$ cat src/rtl/disp_msg_seq.sv
// disp_msg_seq: display message sequencer for a calculator front end.
// Chooses what the display shows (number, "OP", "VAL" or "ERR"), latches
// accepted results as sign/magnitude, and holds an error message for
// HOLD_CYCLES clocks before the prompt is restored.
// Optional feature macro: DISP_SATURATE_EN -- when defined, results whose
// magnitude exceeds 255 are shown saturated at 255 instead of raising ERR.
module disp_msg_seq #(
  parameter int unsigned HOLD_CYCLES = 50000000
) (
  input  logic        clk,
  input  logic        rst,
  input  logic        res_valid,
  input  logic [15:0] res_data,
  input  logic        res_err,
  input  logic [1:0]  res_dot,
  input  logic        op_req,
  input  logic        val_req,
  output logic        res_ready,
  output logic [1:0]  msg,
  output logic [7:0]  bin,
  output logic        sgn,
  output logic [1:0]  dot,
  output logic        busy
);

  typedef enum logic [2:0] {
    IDLE,
    PROMPT_OP,
    PROMPT_VAL,
    SHOW_RES,
    SHOW_ERR
  } state_t;

  localparam logic [25:0] HOLD_LOAD = 26'(HOLD_CYCLES - 1);

  state_t      r_state, w_state;
  logic [25:0] r_cnt, w_cnt;
  logic [7:0]  r_bin, w_bin;
  logic        r_sgn, w_sgn;
  logic [1:0]  r_dot, w_dot;
  logic        r_have, w_have;
  logic        r_ready, w_ready;
  logic [1:0]  r_msg, w_msg;
  logic        r_busy, w_busy;

  logic        w_accept;
  logic [16:0] w_ext;
  logic [16:0] w_mag;
  logic        w_ovf;
  logic        w_to_err;

  // Result magnitude: 17 bits so that -32768 becomes +32768 and overflows.
  always_comb begin
    w_accept = res_valid & r_ready;
    w_ext    = {res_data[15], res_data};
    w_mag    = res_data[15] ? (~w_ext + 17'd1) : w_ext;
    w_ovf    = |w_mag[16:8];
`ifdef DISP_SATURATE_EN
    w_to_err = res_err;
`else
    w_to_err = res_err | w_ovf;
`endif
  end

  // Next-state, held-value and registered-output computation.
  always_comb begin
    w_state = r_state;
    w_cnt   = r_cnt;
    w_bin   = r_bin;
    w_sgn   = r_sgn;
    w_dot   = r_dot;
    w_have  = r_have;
    unique case (r_state)
      SHOW_ERR: begin
        if (r_cnt == '0) begin
          if (op_req)       w_state = PROMPT_OP;
          else if (val_req) w_state = PROMPT_VAL;
          else              w_state = IDLE;
          w_bin  = '0;
          w_sgn  = 1'b0;
          w_dot  = '0;
          w_have = 1'b0;
        end else begin
          w_cnt = r_cnt - 26'd1;
        end
      end
      default: begin
        if (w_accept) begin
          if (w_to_err) begin
            w_state = SHOW_ERR;
            w_cnt   = HOLD_LOAD;
          end else begin
            w_state = SHOW_RES;
            w_bin   = w_ovf ? 8'hFF : w_mag[7:0];
            w_sgn   = res_data[15];
            w_dot   = res_dot;
            w_have  = 1'b1;
          end
        end else if (op_req) begin
          w_state = PROMPT_OP;
        end else if (val_req) begin
          w_state = PROMPT_VAL;
        end else if (r_state == PROMPT_OP || r_state == PROMPT_VAL) begin
          w_state = r_have ? SHOW_RES : IDLE;
        end
      end
    endcase

    unique case (w_state)
      PROMPT_OP:  w_msg = 2'b01;
      PROMPT_VAL: w_msg = 2'b10;
      SHOW_ERR:   w_msg = 2'b11;
      default:    w_msg = 2'b00;
    endcase
    w_ready = (w_state != SHOW_ERR);
    w_busy  = (w_state == SHOW_ERR);
  end

  // State, hold counter, held result and output registers.
  always_ff @(posedge clk or negedge rst) begin
    if (!rst) begin
      r_state <= IDLE;
      r_cnt   <= '0;
      r_bin   <= '0;
      r_sgn   <= 1'b0;
      r_dot   <= '0;
      r_have  <= 1'b0;
      r_ready <= 1'b0;
      r_msg   <= '0;
      r_busy  <= 1'b0;
    end else begin
      r_state <= w_state;
      r_cnt   <= w_cnt;
      r_bin   <= w_bin;
      r_sgn   <= w_sgn;
      r_dot   <= w_dot;
      r_have  <= w_have;
      r_ready <= w_ready;
      r_msg   <= w_msg;
      r_busy  <= w_busy;
    end
  end

  assign res_ready = r_ready;
  assign msg       = r_msg;
  assign bin       = r_bin;
  assign sgn       = r_sgn;
  assign dot       = r_dot;
  assign busy      = r_busy;

endmodule

$ cat config.mk
export PLATFORM = sky130hd
export DESIGN_NAME = disp_msg_seq
export DESIGN_NICKNAME = d
export VERILOG_FILES = /design/src/rtl/disp_msg_seq.sv
export SDC_FILE = /design/constraint.sdc
export NUM_CORES = 1
export LEC_CHECK = 0
export CAP_MARGIN = 20
export CORE_UTILIZATION = 50
export DETAILED_ROUTE_END_ITERATION = 10
export PLACE_DENSITY = 0.75
export SYNTH_ARGS = -nofsm -noshare
export SYNTH_HDL_FRONTEND = slang
export SYNTH_SLANG_ARGS = --single-unit
$ cat constraint.sdc
create_clock -name clk -period 4.6 [get_ports clk]
set_input_delay 0.69 -clock clk [delete_from_list [all_inputs] [get_ports clk]]
set_output_delay 0.69 -clock clk [all_outputs]
set_load 0.03 [all_outputs]
==> impl_metrics.py, run 1 <==
metrics = {
    "run_status": {
        "status": "complete, no violations",
    },
    "yosys": {
        "ys.flop_type": "dfrtp_1",
        "ys_seq_area_frac": 0.437,
        "netlist.area_leader.share": 0.437,
        "post-synth-top-area-cell": "dfrtp_1",
        "yosysMostFrequentCell": "dfrtp_1",
        "syn-instance-count": 276,
        "netlist_area_um2": 2580,
        "synth-seq-cells": 45,
        "yosysWarnings": 0,
        "ys_top_cells_by_area": "dfrtp_1 44%, nand3_1 4.7%, o21ai_0 4.3%",
        "avgSynthCellArea_um2": 9.34,
        "synth_nets": 302,
        "synth_cell_types": 53,
        "synth_edf_count": 0,
        "synthTopCellsByCount": "45 x dfrtp_1, 24 x nand3_1, 22 x o21ai_0",
        "ys_async_sr_fraction": 1.00,
    },
    "critical_path": {
        "worstReg2RegStart": "r_cnt[7]",
        "r2r_end": "r_cnt[25]",
        "r2r_cells": 7,
        "arrival_ns": 4.01,
        "critPathMaxFanout": 17,
        "crit_type": "input port to flip-flop",
        "critPathLaunch": "res_data[2]",
        "crit_end": "r_cnt[22]",
        "required_ns": 4.78,
        "worst-r2r-setup-slack_ns": 1.25,
        "critPathCaptureType": "flip-flop",
        "start_kind": "input port",
    },
    "timing": {
        "rsz0062_at_grt": "no",
        "setup_tns_ns": 0,
        "min_period_ns": 3.83,
        "finalCritPeriodShare": 0.832,
        "max_freq_mhz": 261,
        "drv_slew": 0,
        "slew_headroom": 0.419,
        "finClkSkew_ns": 0.00979,
        "worst_slew_pin_slew_ns": 0.863,
        "setup_viol": 0,
        "finalHoldViolCount": 0,
        "fin_hold_ws_ns": 0.226,
    },
    "detailed_routing": {
        "drtPass1Iterations": 4,
        "wirelength_um": 5780,
        "dr.first_iter.drc_count": 89,
        "via_per_inst": 5.96,
        "drc_errors": 0,
        "wl_per_cell_um": 14.9,
        "vias": 2307,
        "ant_nets": 0,
    },
    "power_and_ir_drop": {
        "ir_drop_mv": 0.215,
        "power_mw": 1.20,
        "pwr-share-clk": 0.250,
        "pwr-share-comb": 0.332,
        "p_sw_frac": 0.356,
        "p_seq_frac": 0.418,
        "internal-power_mw": 0.774,
        "switching_power_mw": 0.427,
        "p_leak_nw": 1.16,
        "power_density_nw_per_um2": 379,
    },
    "clock_tree": {
        "postCtsSetupBuffers": 0,
        "htreeDepth": 2,
        "clock_latency_ns": 0.30,
        "ctsHoldBuffers": 0,
        "cts.path.max_buffers": 2,
        "cts_root_buf": "clkbuf_8",
        "numCtsBuffers": 5,
        "cts_tree": "built",
        "cts_resized": 0,
        "cts.sinks": 45,
        "cts.clk_slew.worst_paths_ns": 0.09,
    },
    "placement": {
        "place_hpwl_um": 4130,
        "placed_cells": 378,
        "portBuffers": 38,
        "gp_routability_congestion": 0.839,
        "place_area_um2": 3040,
    },
    "die": {
        "rows": 25,
        "die_h_um": 73.8,
        "start_util": 0.532,
        "fp.dieArea_um2": 5450,
        "io_pins": 39,
        "coreArea_um2": 4850,
        "die_x_um": 73.8,
    },
    "global_route": {
        "grt_pass1_vias": 2181,
        "grt_pass1_wl_um": 9820,
        "grt_max_degree": 46,
        "grt_usage": 0.236,
        "antenna_found_initial": 0,
        "grt-ovfl-total": 0,
    },
    "flow_run": {
        "drv_cap": 0,
    },
    "final_layout": {
        "drive_gt1_frac": 0.0844,
        "nNetsFinal": 345,
        "antenna_cells": 0,
        "instances_no_fill": 387,
        "area_delta_synth_final_pct": 23.0,
        "n_fill_cell": 396,
        "final_area_um2": 3170,
    },
    "worst_hold_path": {
        "worst_hold_path_type": "input port to async pin",
    },
}
-- placed cells by master, fill, tap and decap left out, types with 2 or more instances in the layout --
cell type | netlist | layout
clkdlybuf4s50_1 | 0 | 37
o21bai_1 | 2 | 2
nand3b_1 | 2 | 2
or4_4 | 2 | 2
o41ai_1 | 2 | 2
xor2_1 | 10 | 10
or2_2 | 2 | 2
nor4_1 | 12 | 12
or4_1 | 8 | 8
nand4b_1 | 2 | 2
o31ai_1 | 8 | 8
clkbuf_8 | 0 | 5
mux2i_1 | 3 | 3
a211o_1 | 2 | 2
nand3_1 | 24 | 24
a31oi_1 | 2 | 2
o21ai_0 | 22 | 22
a21oi_1 | 10 | 10
or3_1 | 13 | 13
dfrtp_1 | 45 | 45
ha_1 | 2 | 2
o21a_1 | 3 | 3
nor2_1 | 19 | 19
a41o_1 | 2 | 2
nand2_1 | 19 | 19
buf_4 | 0 | 4
nor3_1 | 10 | 10
xnor2_1 | 5 | 5
and2_1 | 2 | 2
inv_1 | 12 | 12
-- final cells by class --
type / count / area (um^2) / area share
multi-input cells: 212 / 1380 / 0.435
flip-flops and latches: 45 / 1130 / 0.355
repair buffers: 43 / 425 / 0.134
well taps: 67 / 83.8 / 0.0265
clock buffers: 6 / 72.6 / 0.0229
inverters: 12 / 45.0 / 0.0142
clock inverters: 2 / 38.8 / 0.0122
-- flip-flops by register name, summed over array words and instances, names as in the netlist --
register	count
r_cnt	26
bin	8
r_state	3
dot	2
msg	2
busy	1
r_have	1
res_ready	1
sgn	1
-- through the flow --
stage | util | setup WS, ns
2_1_floorplan | - | 1.25
3_3_place_gp | 0.627 | 0.628
3_5_place_dp | 0.627 | 0.550
4_1_cts | 0.650 | 0.828
5_1_grt | 0.654 | 0.588
6_report | 0.654 | 0.774
-- worst max-delay path, stage by stage --
cell,delay (ns)
clkdlybuf4s50_1,0.54
or4_4,0.60
nor4_1,0.39
mux2_2,0.39
nor4_1,0.29
buf_4,0.19
a31oi_4,0.14
nand2_1,0.49
and2_1,0.21
mux2i_1,0.06
-- cell families (layout without fill, tap and decap cells) --
| family | after synthesis | in the layout | share of synthesized area |
|---|---|---|---|
| buffers and inverters | 19 | 63 | 0.0286 |
| AND/OR/NAND/NOR | 124 | 124 | 0.266 |
| flip-flops | 45 | 45 | 0.437 |
| AO/OA/AOI/OAI | 67 | 67 | 0.192 |
| adder cells (fa/ha/maj) | 2 | 2 | 0.00971 |
| multiplexers | 4 | 4 | 0.0160 |
| XOR/XNOR | 15 | 15 | 0.0510 |
-- worst min-delay path by stage --
| stage | startpoint | endpoint | slack, ns |
|---|---|---|---|
| 2_1_floorplan | rst | bin[0] | 0.39 |
| 3_3_place_gp | bin[7] | bin[7] | 0.48 |
| 3_5_place_dp | bin[3] | bin[3] | 0.49 |
| 4_1_cts | bin[3] | bin[3] | 0.51 |
| 5_1_grt | rst | r_state[1] | 0.23 |
| 6_report | rst | r_state[1] | 0.23 |
-- power by group through the flow --
stage | clock network (mW) | registers [mW] | logic [mW]
final | 0.301 | 0.502 | 0.398
after detailed placement | 0 | 0.508 | 0.395
after floorplan | 0 | 0.555 | 0.204
after global routing | 0.322 | 0.510 | 0.441
after global placement | 0 | 0.506 | 0.390
after CTS | 0.307 | 0.501 | 0.397
-- per-layer routing --
layer	track usage	vias up	wire length [um]
li1	-	1130	-
met1	0.298	1110	2640
met2	0.394	58	2750
met3	0.0672	9	310
met4	0.0684	0	76
met5	0	-	0
(Power assumes the default switching activity.)
==> run 2: changes to the inputs <==
--- a/config.mk
+++ b/config.mk
@@ -6,9 +6,9 @@
 export NUM_CORES = 1
 export LEC_CHECK = 0
 export CAP_MARGIN = 20
-export CORE_UTILIZATION = 50
+export CORE_UTILIZATION = 49
 export DETAILED_ROUTE_END_ITERATION = 10
-export PLACE_DENSITY = 0.75
+export PLACE_DENSITY = 0.76
 export SYNTH_ARGS = -nofsm -noshare
 export SYNTH_HDL_FRONTEND = slang
 export SYNTH_SLANG_ARGS = --single-unit
==> constraint.sdc (replaced) <==
create_clock -name clk -period 3.07 [get_ports clk]
set_input_delay 0.4605 -clock clk [delete_from_list [all_inputs] [get_ports clk]]
set_output_delay 0.4605 -clock clk [all_outputs]
set_load 0.03 [all_outputs]
==> run 2 against run 1 <==
  * Worst setup slack lost 0.66 ns
  * Count of clock-buffer cells in the layout did not move
  * Clock skew is 0.0017 ns lower
  * Sequential share of layout area shrank 4.2 points
  * Register-to-register slack worse by 0.92 ns
  * Routed wire length grew 16%
  * Hold slack gained 0.27 ns
  * Global-route usage up 2.6 points
  * Critical path depth stayed put
  * Critical path type unchanged
  * Highest routed layer unchanged
==> impl_metrics.py, run 2 (synthesis gave the netlist of run 1 again) <==
metrics = {
    "detailed_routing": {
        "wl_per_cell_um": 15.7,
        "ant_nets": 0,
        "dr.first_iter.drc_count": 140,
        "vias": 2477,
        "wirelength_um": 6690,
        "drc_errors": 0,
        "via_per_inst": 5.81,
        "drtPass1Iterations": 4,
    },
    "critical_path": {
        "worst-r2r-setup-slack_ns": 0.33,
        "path_cells": "clkdlybuf4s50_1, or3_4, nor4_4, mux2_4, nor4_4, a31oi_4, buf_6, o211ai_4, or4_4, a21oi_2",
        "cp_common_cell": "nor4_4",
        "start_kind": "input port",
        "critPathCaptureType": "flip-flop",
        "arrival_ns": 3.15,
        "critPathSlowestCell": "clkdlybuf4s50_1",
        "max_stage_delay_ns": 0.42,
        "required_ns": 3.26,
        "critPathMaxFanout": 7,
        "crit_type": "input port to flip-flop",
    },
    "final_layout": {
        "antenna_cells": 0,
        "finalCoreUtilization": 0.708,
        "drive_gt1_frac": 0.222,
        "nNetsFinal": 381,
        "area_delta_synth_final_pct": 39.5,
        "final_area_um2": 3590,
        "final_common_cell": "dfrtp_1",
        "final_cell_mix": "45 x dfrtp_1, 36 x buf_4, 29 x clkdlybuf4s50_1, 24 x nand3_1, 21 x o21ai_0",
        "largest_register_ffs": 26,
        "regMostFlops": "r_cnt",
        "instances_no_fill": 426,
    },
    "die": {
        "rows": 26,
        "die_h_um": 74.5,
        "start_util": 0.508,
        "die_x_um": 74.5,
        "coreArea_um2": 5070,
        "fp.dieArea_um2": 5550,
        "io_pins": 39,
    },
    "run_status": {
        "status": "complete, no violations",
    },
    "timing": {
        "worst_slew_pin_slew_ns": 0.738,
        "max_freq_mhz": 338,
        "finClkSkew_ns": 0.00809,
        "min_period_ns": 2.95,
        "fin_hold_ws_ns": 0.501,
        "slew_headroom": 0.504,
        "finalCritPeriodShare": 0.962,
        "post-route-worst-setup-slack_ns": 0.115,
        "drv_slew": 0,
        "setup_viol": 0,
        "finalHoldViolCount": 0,
    },
    "power_and_ir_drop": {
        "power_density_nw_per_um2": 519,
        "p_leak_nw": 1.41,
        "ir_drop_mv": 0.369,
    },
    "clock_tree": {
        "cts_root_buf": "clkbuf_8",
        "clock_latency_ns": 0.30,
        "cts.path.max_buffers": 2,
        "htreeDepth": 2,
        "cts_tree": "built",
        "cts.clk_slew.worst_paths_ns": 0.09,
        "numCtsBuffers": 5,
        "cts.sinks": 45,
    },
    "placement": {
        "place_ws_ns": -0.455,
        "gp_routability_congestion": 0.929,
        "portBuffers": 38,
        "placed_cells": 413,
        "place_hpwl_um": 4570,
        "place_area_um2": 3300,
    },
    "flow_run": {
        "drv_cap": 0,
    },
    "global_route": {
        "grt-ovfl-total": 0,
        "grt_usage": 0.262,
        "grt_pass1_wl_um": 11100,
        "grt_pass1_vias": 2373,
        "grt_max_degree": 46,
        "antenna_found_initial": 0,
    },
    "worst_hold_path": {
        "worst_hold_path_type": "flip-flop to flip-flop",
    },
}
## run 2: worst max-delay path, delay by kind of cell
family          cells  cell delay (ns)
simple gates        4             1.22
buf+inv             2             0.60
compound gates      3             0.51
mux                 1             0.34
## run 2: worst paths after layout
| path | from | end | cells past startpoint |
|---|---|---|---|
| setup / recovery | res_data[9] | r_cnt[9] | 10 |
| hold / removal | dot[1] | dot[1] | 2 |
| setup reg to reg | r_cnt[7] | msg[0] | 8 |
| hold reg to reg | dot[1] | dot[1] | 2 |
| max in group asynchronous | rst | r_cnt[14] | 3 |
| min in group asynchronous | rst | r_have | 2 |
## run 2: metal layers
metal | GRT usage | part of all wire
met1 | 0.349 | 0.45
met2 | 0.441 | 0.50
met5 | 0 | 0
met3 | 0.0528 | 0.044
met4 | 0.0587 | 0.012
## run 2: cell type report
cell class                 instances  area [um^2]
sequential                        45         1130
clock buffer                       6         82.6
fill                             406         1480
timing repair buffer              78          712
clock inverter                     2         13.8
tap                               70         87.6
multi-input combinational        213         1530
inverter                          12         45.0
## run 2: what timing repair did
action / CTS / global route
pin swaps: 11 / 7
endpoints found under the hold margin: 0 / 7
gates resized for setup: 18 / 16
buffers inserted: 3 / 0
cloned: 1 / 0
hold buffers: 0 / 1
setup endpoints to repair: 18 / 24
## run 2: through the flow
step	total power [mW]	setup TNS (ns)
after global placement	1.42	-9.02
after global routing	1.98	-0.0194
after detailed placement	1.44	-10.26
after floorplan	1.14	0
final	1.86	0
after CTS	1.86	0
## run 2: power breakdown
part	leakage [nW]	internal, mW	total (mW)	switching, mW
combinational	0.829	0.314	0.721	0.407
clock	0.0512	0.183	0.393	0.211
sequential	0.526	0.679	0.750	0.0707
